$ cat config.mk
export PLATFORM = sky130hd
export DESIGN_NAME = superscalar_issue_ctrl
export DESIGN_NICKNAME = d
export VERILOG_FILES = /design/src/rtl/superscalar_pkg.sv /design/src/rtl/issue_hazard_unit.sv /design/src/rtl/superscalar_issue_ctrl.sv
export SDC_FILE = /design/constraint.sdc
export NUM_CORES = 1
export LEC_CHECK = 0
export ABC_CLOCK_PERIOD_IN_PS = 2600
export BUFFER_PORTS_ARGS = -buffer_cell sky130_fd_sc_hd__buf_4
export CAP_MARGIN = 20
export CORE_MARGIN = 10
export CORE_UTILIZATION = 47
export CTS_CLUSTER_DIAMETER = 120
export DETAILED_ROUTE_END_ITERATION = 10
export GPL_TIMING_DRIVEN = 0
export PLACE_DENSITY = 0.8
export SLEW_MARGIN = 20
export SYNTH_ARGS = -nofsm -noshare
export SYNTH_HDL_FRONTEND = slang
export SYNTH_SLANG_ARGS = --single-unit
$ cat constraint.sdc
create_clock -name clk -period 2.6 [get_ports clk]
set_input_delay 0.26 -clock clk [delete_from_list [all_inputs] [get_ports clk]]
set_output_delay 0.26 -clock clk [all_outputs]
set_load 0.1 [all_outputs]
$ cat src/rtl/superscalar_pkg.sv
// Shared opcode constants, FSM state encoding and opcode-class helpers for the
// bundle issue controller.
package superscalar_pkg;

    localparam logic [6:0] OP_R      = 7'b0110011;
    localparam logic [6:0] OP_I      = 7'b0010011;
    localparam logic [6:0] OP_LOAD   = 7'b0000011;
    localparam logic [6:0] OP_STORE  = 7'b0100011;
    localparam logic [6:0] OP_BRANCH = 7'b1100011;
    localparam logic [6:0] OP_JAL    = 7'b1101111;
    localparam logic [6:0] OP_JALR   = 7'b1100111;
    localparam logic [6:0] OP_LUI    = 7'b0110111;
    localparam logic [6:0] OP_AUIPC  = 7'b0010111;

    typedef enum logic [2:0] {
        FETCH  = 3'd0,
        DECODE = 3'd1,
        EXEC   = 3'd2,
        MEM    = 3'd3,
        WB     = 3'd4
    } state_t;

    function automatic logic writes_rd(input logic [6:0] op);
        case (op)
            OP_R, OP_I, OP_LOAD, OP_JAL, OP_JALR, OP_LUI, OP_AUIPC: writes_rd = 1'b1;
            default:                                                writes_rd = 1'b0;
        endcase
    endfunction

    function automatic logic reads_rs1(input logic [6:0] op);
        case (op)
            OP_R, OP_I, OP_LOAD, OP_STORE, OP_BRANCH, OP_JALR: reads_rs1 = 1'b1;
            default:                                           reads_rs1 = 1'b0;
        endcase
    endfunction

    function automatic logic reads_rs2(input logic [6:0] op);
        case (op)
            OP_R, OP_STORE, OP_BRANCH: reads_rs2 = 1'b1;
            default:                   reads_rs2 = 1'b0;
        endcase
    endfunction

    function automatic logic is_mem(input logic [6:0] op);
        case (op)
            OP_LOAD, OP_STORE: is_mem = 1'b1;
            default:           is_mem = 1'b0;
        endcase
    endfunction

    function automatic logic is_ctrl(input logic [6:0] op);
        case (op)
            OP_BRANCH, OP_JAL, OP_JALR: is_ctrl = 1'b1;
            default:                    is_ctrl = 1'b0;
        endcase
    endfunction

endpackage

$ cat src/rtl/issue_hazard_unit.sv
// Combinational selection of the largest hazard-free contiguous run of pending
// lanes, starting at the lowest pending lane.
module issue_hazard_unit
    import superscalar_pkg::*;
#(
    parameter int LANES = 2
) (
    input  logic [LANES-1:0]   i_pending,
    input  logic [LANES*7-1:0] i_op,
    input  logic [LANES*5-1:0] i_rd,
    input  logic [LANES*5-1:0] i_rs1,
    input  logic [LANES*5-1:0] i_rs2,
    output logic [LANES-1:0]   o_issue_mask
);

    logic [LANES-1:0] w_mask;
    logic             w_started;
    logic             w_stop;
    logic             w_hit;

    // Does earlier lane j block later lane i from joining the same pass?
    function automatic logic pair_hazard(input logic [6:0] op_j, input logic [4:0] rd_j,
                                         input logic [6:0] op_i, input logic [4:0] rd_i,
                                         input logic [4:0] rs1_i, input logic [4:0] rs2_i);
        logic w_j_dst;
        w_j_dst     = writes_rd(op_j) && (rd_j != 5'd0);
        pair_hazard = (w_j_dst && reads_rs1(op_i) && (rs1_i == rd_j))
                   || (w_j_dst && reads_rs2(op_i) && (rs2_i == rd_j))
                   || (w_j_dst && writes_rd(op_i) && (rd_i == rd_j))
                   || (is_mem(op_j) && is_mem(op_i))
                   || is_ctrl(op_j);
    endfunction

    // Grow the run lane by lane; the first blocked or non-pending lane ends it.
    always_comb begin
        w_mask    = {LANES{1'b0}};
        w_started = 1'b0;
        w_stop    = 1'b0;
        w_hit     = 1'b0;
        for (int i = 0; i < LANES; i++) begin
            w_hit = 1'b0;
            for (int j = 0; j < LANES; j++) begin
                if ((j < i) && w_mask[j] &&
                    pair_hazard(i_op[7*j +: 7], i_rd[5*j +: 5], i_op[7*i +: 7],
                                i_rd[5*i +: 5], i_rs1[5*i +: 5], i_rs2[5*i +: 5])) begin
                    w_hit = 1'b1;
                end else begin
                    w_hit = w_hit;
                end
            end
            if (!i_pending[i]) begin
                w_stop = w_stop | w_started;
            end else if (!w_started) begin
                w_mask[i] = 1'b1;
                w_started = 1'b1;
            end else if (w_stop || w_hit) begin
                w_stop = 1'b1;
            end else begin
                w_mask[i] = 1'b1;
            end
        end
    end

    assign o_issue_mask = w_mask;

endmodule

$ cat src/rtl/superscalar_issue_ctrl.sv
// N-lane in-order bundle issue controller: issues the hazard-free prefix of a
// bundle per pass and replays the remaining lanes until the bundle retires.
module superscalar_issue_ctrl
    import superscalar_pkg::*;
#(
    parameter  int LANES = 2,
    parameter  int CNT_W = 16,
    localparam int RL_W  = (LANES > 1) ? $clog2(LANES) : 1
) (
    input  logic               clk,
    input  logic               reset,
    input  logic               fetch_valid,
    input  logic [LANES*7-1:0] op,
    input  logic [LANES*5-1:0] rd,
    input  logic [LANES*5-1:0] rs1,
    input  logic [LANES*5-1:0] rs2,
    input  logic [LANES-1:0]   branch_taken,
    input  logic               mem_ready,
    output logic               ir_write,
    output logic               pc_write,
    output logic               pc_redirect,
    output logic [RL_W-1:0]    redirect_lane,
    output logic [LANES-1:0]   issue_mask,
    output logic [LANES-1:0]   reg_write,
    output logic [LANES-1:0]   mem_write,
    output logic [2:0]         state,
    output logic [CNT_W-1:0]   replay_cnt
);

    state_t            r_state;
    state_t            w_next;
    logic [LANES-1:0]  r_pending;
    logic [LANES-1:0]  r_issue;
    logic              r_taken;
    logic [RL_W-1:0]   r_tlane;
    logic [CNT_W-1:0]  r_replay;

    logic [LANES-1:0]  w_issue;
    logic [LANES-1:0]  w_remain;
    logic [LANES-1:0]  w_wr_lanes;
    logic [LANES-1:0]  w_st_lanes;
    logic [LANES-1:0]  w_mem_lanes;
    logic [LANES-1:0]  w_take_lanes;
    logic [RL_W-1:0]   w_take_idx;

    issue_hazard_unit #(.LANES(LANES)) u_hazard (
        .i_pending    (r_pending),
        .i_op         (op),
        .i_rd         (rd),
        .i_rs1        (rs1),
        .i_rs2        (rs2),
        .o_issue_mask (w_issue)
    );

    assign w_remain = r_pending & ~r_issue;

    // Per-lane opcode classes and the (single) redirecting lane of this pass.
    always_comb begin
        w_wr_lanes   = {LANES{1'b0}};
        w_st_lanes   = {LANES{1'b0}};
        w_mem_lanes  = {LANES{1'b0}};
        w_take_lanes = {LANES{1'b0}};
        w_take_idx   = {RL_W{1'b0}};
        for (int i = 0; i < LANES; i++) begin
            w_wr_lanes[i]   = writes_rd(op[7*i +: 7]);
            w_st_lanes[i]   = (op[7*i +: 7] == OP_STORE);
            w_mem_lanes[i]  = is_mem(op[7*i +: 7]);
            w_take_lanes[i] = r_issue[i] && (((op[7*i +: 7] == OP_BRANCH) && branch_taken[i])
                                           || (op[7*i +: 7] == OP_JAL)
                                           || (op[7*i +: 7] == OP_JALR));
            if (w_take_lanes[i]) begin
                w_take_idx = RL_W'(i);
            end else begin
                w_take_idx = w_take_idx;
            end
        end
    end

    // Next-state and strobe decode; strobes follow the registered state so reset drops them at once.
    always_comb begin
        w_next        = r_state;
        ir_write      = 1'b0;
        pc_write      = 1'b0;
        pc_redirect   = 1'b0;
        redirect_lane = {RL_W{1'b0}};
        reg_write     = {LANES{1'b0}};
        mem_write     = {LANES{1'b0}};
        case (r_state)
            FETCH: begin
                if (fetch_valid && reset) begin
                    ir_write = 1'b1;
                    w_next   = DECODE;
                end else begin
                    w_next = FETCH;
                end
            end
            DECODE: w_next = EXEC;
            EXEC: begin
                if (|(r_issue & w_mem_lanes)) begin
                    w_next = MEM;
                end else begin
                    w_next = WB;
                end
            end
            MEM: begin
                mem_write = r_issue & w_st_lanes;
                if (mem_ready) begin
                    w_next = WB;
                end else begin
                    w_next = MEM;
                end
            end
            WB: begin
                reg_write = r_issue & w_wr_lanes;
                if (r_taken) begin
                    pc_write      = 1'b1;
                    pc_redirect   = 1'b1;
                    redirect_lane = r_tlane;
                    w_next        = FETCH;
                end else if (w_remain == {LANES{1'b0}}) begin
                    pc_write = 1'b1;
                    w_next   = FETCH;
                end else begin
                    w_next = DECODE;
                end
            end
            default: w_next = FETCH;
        endcase
    end

    // FSM state register.
    always_ff @(posedge clk or negedge reset) begin
        if (!reset) begin
            r_state <= FETCH;
        end else begin
            r_state <= w_next;
        end
    end

    // Bundle bookkeeping: pending lanes, issued pass, redirect capture, replay counter.
    always_ff @(posedge clk or negedge reset) begin
        if (!reset) begin
            r_pending <= {LANES{1'b0}};
            r_issue   <= {LANES{1'b0}};
            r_taken   <= 1'b0;
            r_tlane   <= {RL_W{1'b0}};
            r_replay  <= {CNT_W{1'b0}};
        end else begin
            case (r_state)
                FETCH: begin
                    if (fetch_valid) begin
                        r_pending <= {LANES{1'b1}};
                    end
                end
                DECODE: begin
                    r_issue <= w_issue;
                    if ((w_issue != r_pending) && (r_replay != {CNT_W{1'b1}})) begin
                        r_replay <= r_replay + {{(CNT_W-1){1'b0}}, 1'b1};
                    end
                end
                EXEC: begin
                    r_taken <= |w_take_lanes;
                    r_tlane <= w_take_idx;
                end
                WB: begin
                    if (r_taken || (w_remain == {LANES{1'b0}})) begin
                        r_pending <= {LANES{1'b0}};
                        r_issue   <= {LANES{1'b0}};
                        r_taken   <= 1'b0;
                    end else begin
                        r_pending <= w_remain;
                    end
                end
                default: begin
                    r_pending <= r_pending;
                end
            endcase
        end
    end

    assign issue_mask = r_issue;
    assign state      = r_state;
    assign replay_cnt = r_replay;

endmodule

Word-level counts from Yosys, hierarchy flattened --
Index checks and enable logic that the tools add are counted.
Storage, ports and cells: logic and storage cells 121, register bits after elaboration 25, output and inout bits 29, bits of input ports 50
Operators by class: eq/ne operators 29, reductions and logical operators 43, add/sub/neg operators 1, mux-type cells 37, bitwise logic cells 5
Operator list (count):
- $eq A7 B6 Y1 const B | 6
- $eq A7 B7 Y1 const B | 6
- $eq A7 B5 Y1 const B | 4
- $mux W1 | 26
- $add A16 B1 Y16 const B | 1
- $ne A16 B16 Y1 const B | 1
- $eq A5 B5 Y1 | 3
- $logic_and A1 B1 Y1 | 15
- $pmux W3 S5 | 1
- $eq A7 B2 Y1 const B | 2
- $reduce_or A7 Y1 | 2
- $mux W2 | 5
- $logic_or A1 B1 Y1 | 9
- $and A2 B2 Y2 | 4
- $pmux W2 S2 | 2
- $reduce_and A2 Y1 | 4
- $reduce_or A2 Y1 | 4
- $eq A3 B2 Y1 const B | 2
- $mux W3 | 2
- $reduce_bool A2 Y1 | 3
- $reduce_or A3 Y1 | 2
- $reduce_or A6 Y1 | 1
- $reduce_bool A5 Y1 | 1
- $ne A2 B2 Y1 const B | 2
- other kinds (7) | 7

Longest topological paths before layout --
depth in word-level cells 18, gate-level depth with buffers 8

Cells and area by module --
Synthesis repeated with hierarchy kept, for this count alone.
Unflattened totals: cells, all modules 208, area, all modules 1870.5 µm²
By module, submodules not included:
- superscalar_issue_ctrl | instances 1, area each 1536.5 µm², seq. area each 625.6 µm², cells each 158
- issue_hazard_unit | instances 1, area each 334.1 µm², seq. area each 0.0 µm², cells each 50

Worst setup path before layout --
No wires, ideal clock.
path type reg-to-output, start point register r_state[2] (netlist: state[2]), end point output redirect_lane, slack -1.294 ns, cell stages (with the launch flop) 5, required time 2.340 ns, arrival 3.634 ns, path buffers 1, cell sequence dfrtp_1 -> clkbuf_1 -> nand2_1 -> nor2_1 -> and2_1
On the way: word-level cells in the longest chain between the ends 2
Ends and longest elaborated chain:
- from (decl) | RTL line superscalar_issue_ctrl.sv:30 | state_t r_state;
- from (signal assigned) | RTL line superscalar_issue_ctrl.sv:136 | r_state <= w_next;
- $eq A3 B3 Y1 | RTL line superscalar_issue_ctrl.sv:88 | case (r_state)
- $mux W1 | RTL line superscalar_issue_ctrl.sv:88
- to (decl) | RTL line superscalar_issue_ctrl.sv:22 | output logic [RL_W-1:0] redirect_lane,
Every way passes these cells.

Worst setup path in the final report --
start point register r_state[1] (netlist: state[1]), end point output redirect_lane
The elaborated chain is that of the path after synthesis.

==> impl_metrics.toml <==
[sta]
setup_viol = 0
slew_violations = 0
tns_ns = 0
period_share = 0.8665
clock_skew_ns = 0.01266
slew_headroom = 0.5830
rsz0062_at_grt = "false"
worstMarginPinSlew_ns = 0.6207
fmax_ghz = 0.4439
hold_viol = 0
fin_crit_ns = 2.253
worst_hold_slack_ns = 0.2857

[grt]
grt_max_degree = 27
first_global_vias = 1762
grtUsageTotal = 0.1491
grt_pass1_wl_um = 7962
grt.overflow.total = 0
antenna_found_initial = 0

[clock_network]
cts.sinks = 25
clockBufferDepth = 2
clock_latency_ns = 0.27
cts_tree = "built"
cts.clk_slew.worst_paths_ns = 0.08
clock-root-buffer = "clkbuf_8"
cts_hold_buf = 1
cts_setup_buffers = 0
htreeDepth = 1
cts_buffers = 3
cts_resized = 0

[yosys]
async_flop_share = 1.000
synth_edf_count = 0
syn_inst = 201
synth_cell_types = 43
syn-cell-area_sq_um = 1720
synthTopCellsByArea = "dfrtp_1 (36%), xor2_1 (9.2%), xnor2_1 (6.1%)"
synth.top_cell.area_share = 0.3636
post-synth-top-area-cell = "dfrtp_1"
ys_seq_area_frac = 0.3636
ys_warn_count = 0
synth-seq-cells = 25
syn_area_per_cell_sq_um = 8.559
synth_ff_type = "dfrtp_1"
synth_nets = 252

[pwr]
ir_drop_v = 0.0008958
p_leak_nw = 1.144
power_density_nw_per_um2 = 667.2

[cells_and_area]
nets = 326
layout_common_cells = "buf_4 (68), nor2_1 (21), dfrtp_1 (19)"
drive_gt1_frac = 0.3358
final_common_cell = "buf_4"
area_growth_pct = 39.05
antenna_cells = 0
fin_cells = 320

[floorplan]
die_w_um = 80.50
initial_core_util = 0.4998
num_rows = 21
die_y_um = 80.50
die_area_sq_um = 6480
ios = 79
core-area_sq_um = 3442

[min_path]
holdPathEnd = "state[0]$_DFF_PN0_"
worstHoldStart = "mem_ready"
hp-class = "input pin to flip-flop"
hold_path_depth = 4

[detailed_routing]
routed_wl_um = 4797
drc = 0
wl_per_cell_um = 14.99
first_pass_iters = 5
drtIter0Drc = 85
viasPerCell = 5.394
vias = 1726
ant_nets = 0

[critical_path]
critPathKind = "flip-flop to output port"
rrSetupSlack_ns = 0.38
crit_arrival_ns = 1.99
critPathLaunchType = "flip-flop"
slowest_delay_ns = 0.49
slowest_stage = "dfrtp_1"
r2r-end = "replay_cnt[13]$_DFFE_PN0P_"
worstPathMaxFanout = 9
r2r_cells = 6
crit_path_end_kind = "output port"
reg2reg_from = "replay_cnt[4]$_DFFE_PN0P_"
cp_data_required_time_ns = 2.34
cp_top_family = "simple AND/OR/NAND/NOR gates"
worstPathBufferInverterCount = 1
path_cells = "nor2_1 > nand2_1 > nor2_4 > and2_2 > buf_4"

[status]
outcome = "completed"

[placed_design]
gp_congestion = 0.8413
dp_cells = 315
place.port_buffers = 68
hpwl_um = 3966

[job]
drv_cap = 0
[final cells by class]
cell class	count	area, sq um
plain buffers	3	18.77
clock buffers	3	41.29
clock inverters	1	7.507
fillers	290	1050
inverters	8	30.03
multi-input cells	165	1084
flip-flops and latches	25	633.1
well taps	46	57.56
repair buffers	69	520.5
[synth_stat cells, types with 2 or more instances]
library cell and n:
nor3b_1 2, nand3_1 16, inv_1 8, nand2b_1 2
and3b_1 2, nand2_1 17, a21oi_1 10, mux2i_1 2
and4_1 4, nor4_1 3, nand4_1 5, and2_1 3
xnor2_1 12, xor2_1 18, o22ai_1 2, nor3_1 11
o21ai_0 8, o21bai_1 2, dfrtp_1 25, mux2_2 2
clkbuf_1 2, nor2_1 24
[cell families (layout without fill, tap and decap cells)]
kind of cell | count (synthesis) | after routing | synth area share
AND/OR/NAND/NOR | 98 | 98 | 0.3055
XOR/XNOR | 30 | 30 | 0.1527
adder cells (fa/ha/maj) | 1 | 1 | 0.007272
AO/OA/AOI/OAI | 32 | 32 | 0.1178
flip-flops | 25 | 25 | 0.3636
buffers and inverters | 11 | 84 | 0.02837
multiplexers | 4 | 4 | 0.02473
[state kept, by name, summed over array words and instances (netlist names)]
register	cells
replay_cnt	16
state	3
issue_mask	2
r_pending	2
r_taken	1
r_tlane	1
[stage by stage]
step	setup WS, ns	cell area (sq um)	utilization	power, mW
2_1_floorplan	-0.2445	1765	-	1.137
3_3_place_gp	0.1551	2333	0.6779	1.358
3_5_place_dp	0.1523	2333	0.6779	1.367
4_1_cts	0.3353	2392	0.6950	1.609
5_1_grt	0.1330	2392	0.6950	1.702
6_report	0.3470	2392	0.6950	1.596
[power breakdown]
part	internal, mW	total (mW)	switching, mW
Sequential	0.448	0.538	0.0904
Combinational	0.227	0.821	0.594
Clock	0.109	0.237	0.129
[worst max path at each step]
stage	end	slack (ns)	cells past startpoint	startpoint
after floorplan	redirect_lane	-0.24	4	state[1]$_DFF_PN0_
after global placement	replay_cnt[12]$_DFFE_PN0P_	0.16	9	op[10]
after detailed placement	replay_cnt[8]$_DFFE_PN0P_	0.15	9	op[10]
after CTS	redirect_lane	0.34	5	state[1]$_DFF_PN0_
after global routing	redirect_lane	0.13	5	state[1]$_DFF_PN0_
final	redirect_lane	0.35	5	state[1]$_DFF_PN0_
[tightest hold or removal path, cell delays in order]
cell,delay (ns)
buf_4,0.08
mux2i_1,0.07
nand2_1,0.06
nand2_1,0.04
[metal layers]
layer / GRT usage / part of all wire / up-vias
met5: 0 / 0 / -
met4: 0.03169 / 0.015 / 0
met2: 0.2532 / 0.49 / 50
met3: 0.05234 / 0.070 / 8
met1: 0.1755 / 0.43 / 802
li1: - / - / 866
Note: power is estimated with default switching activity, not from simulation.
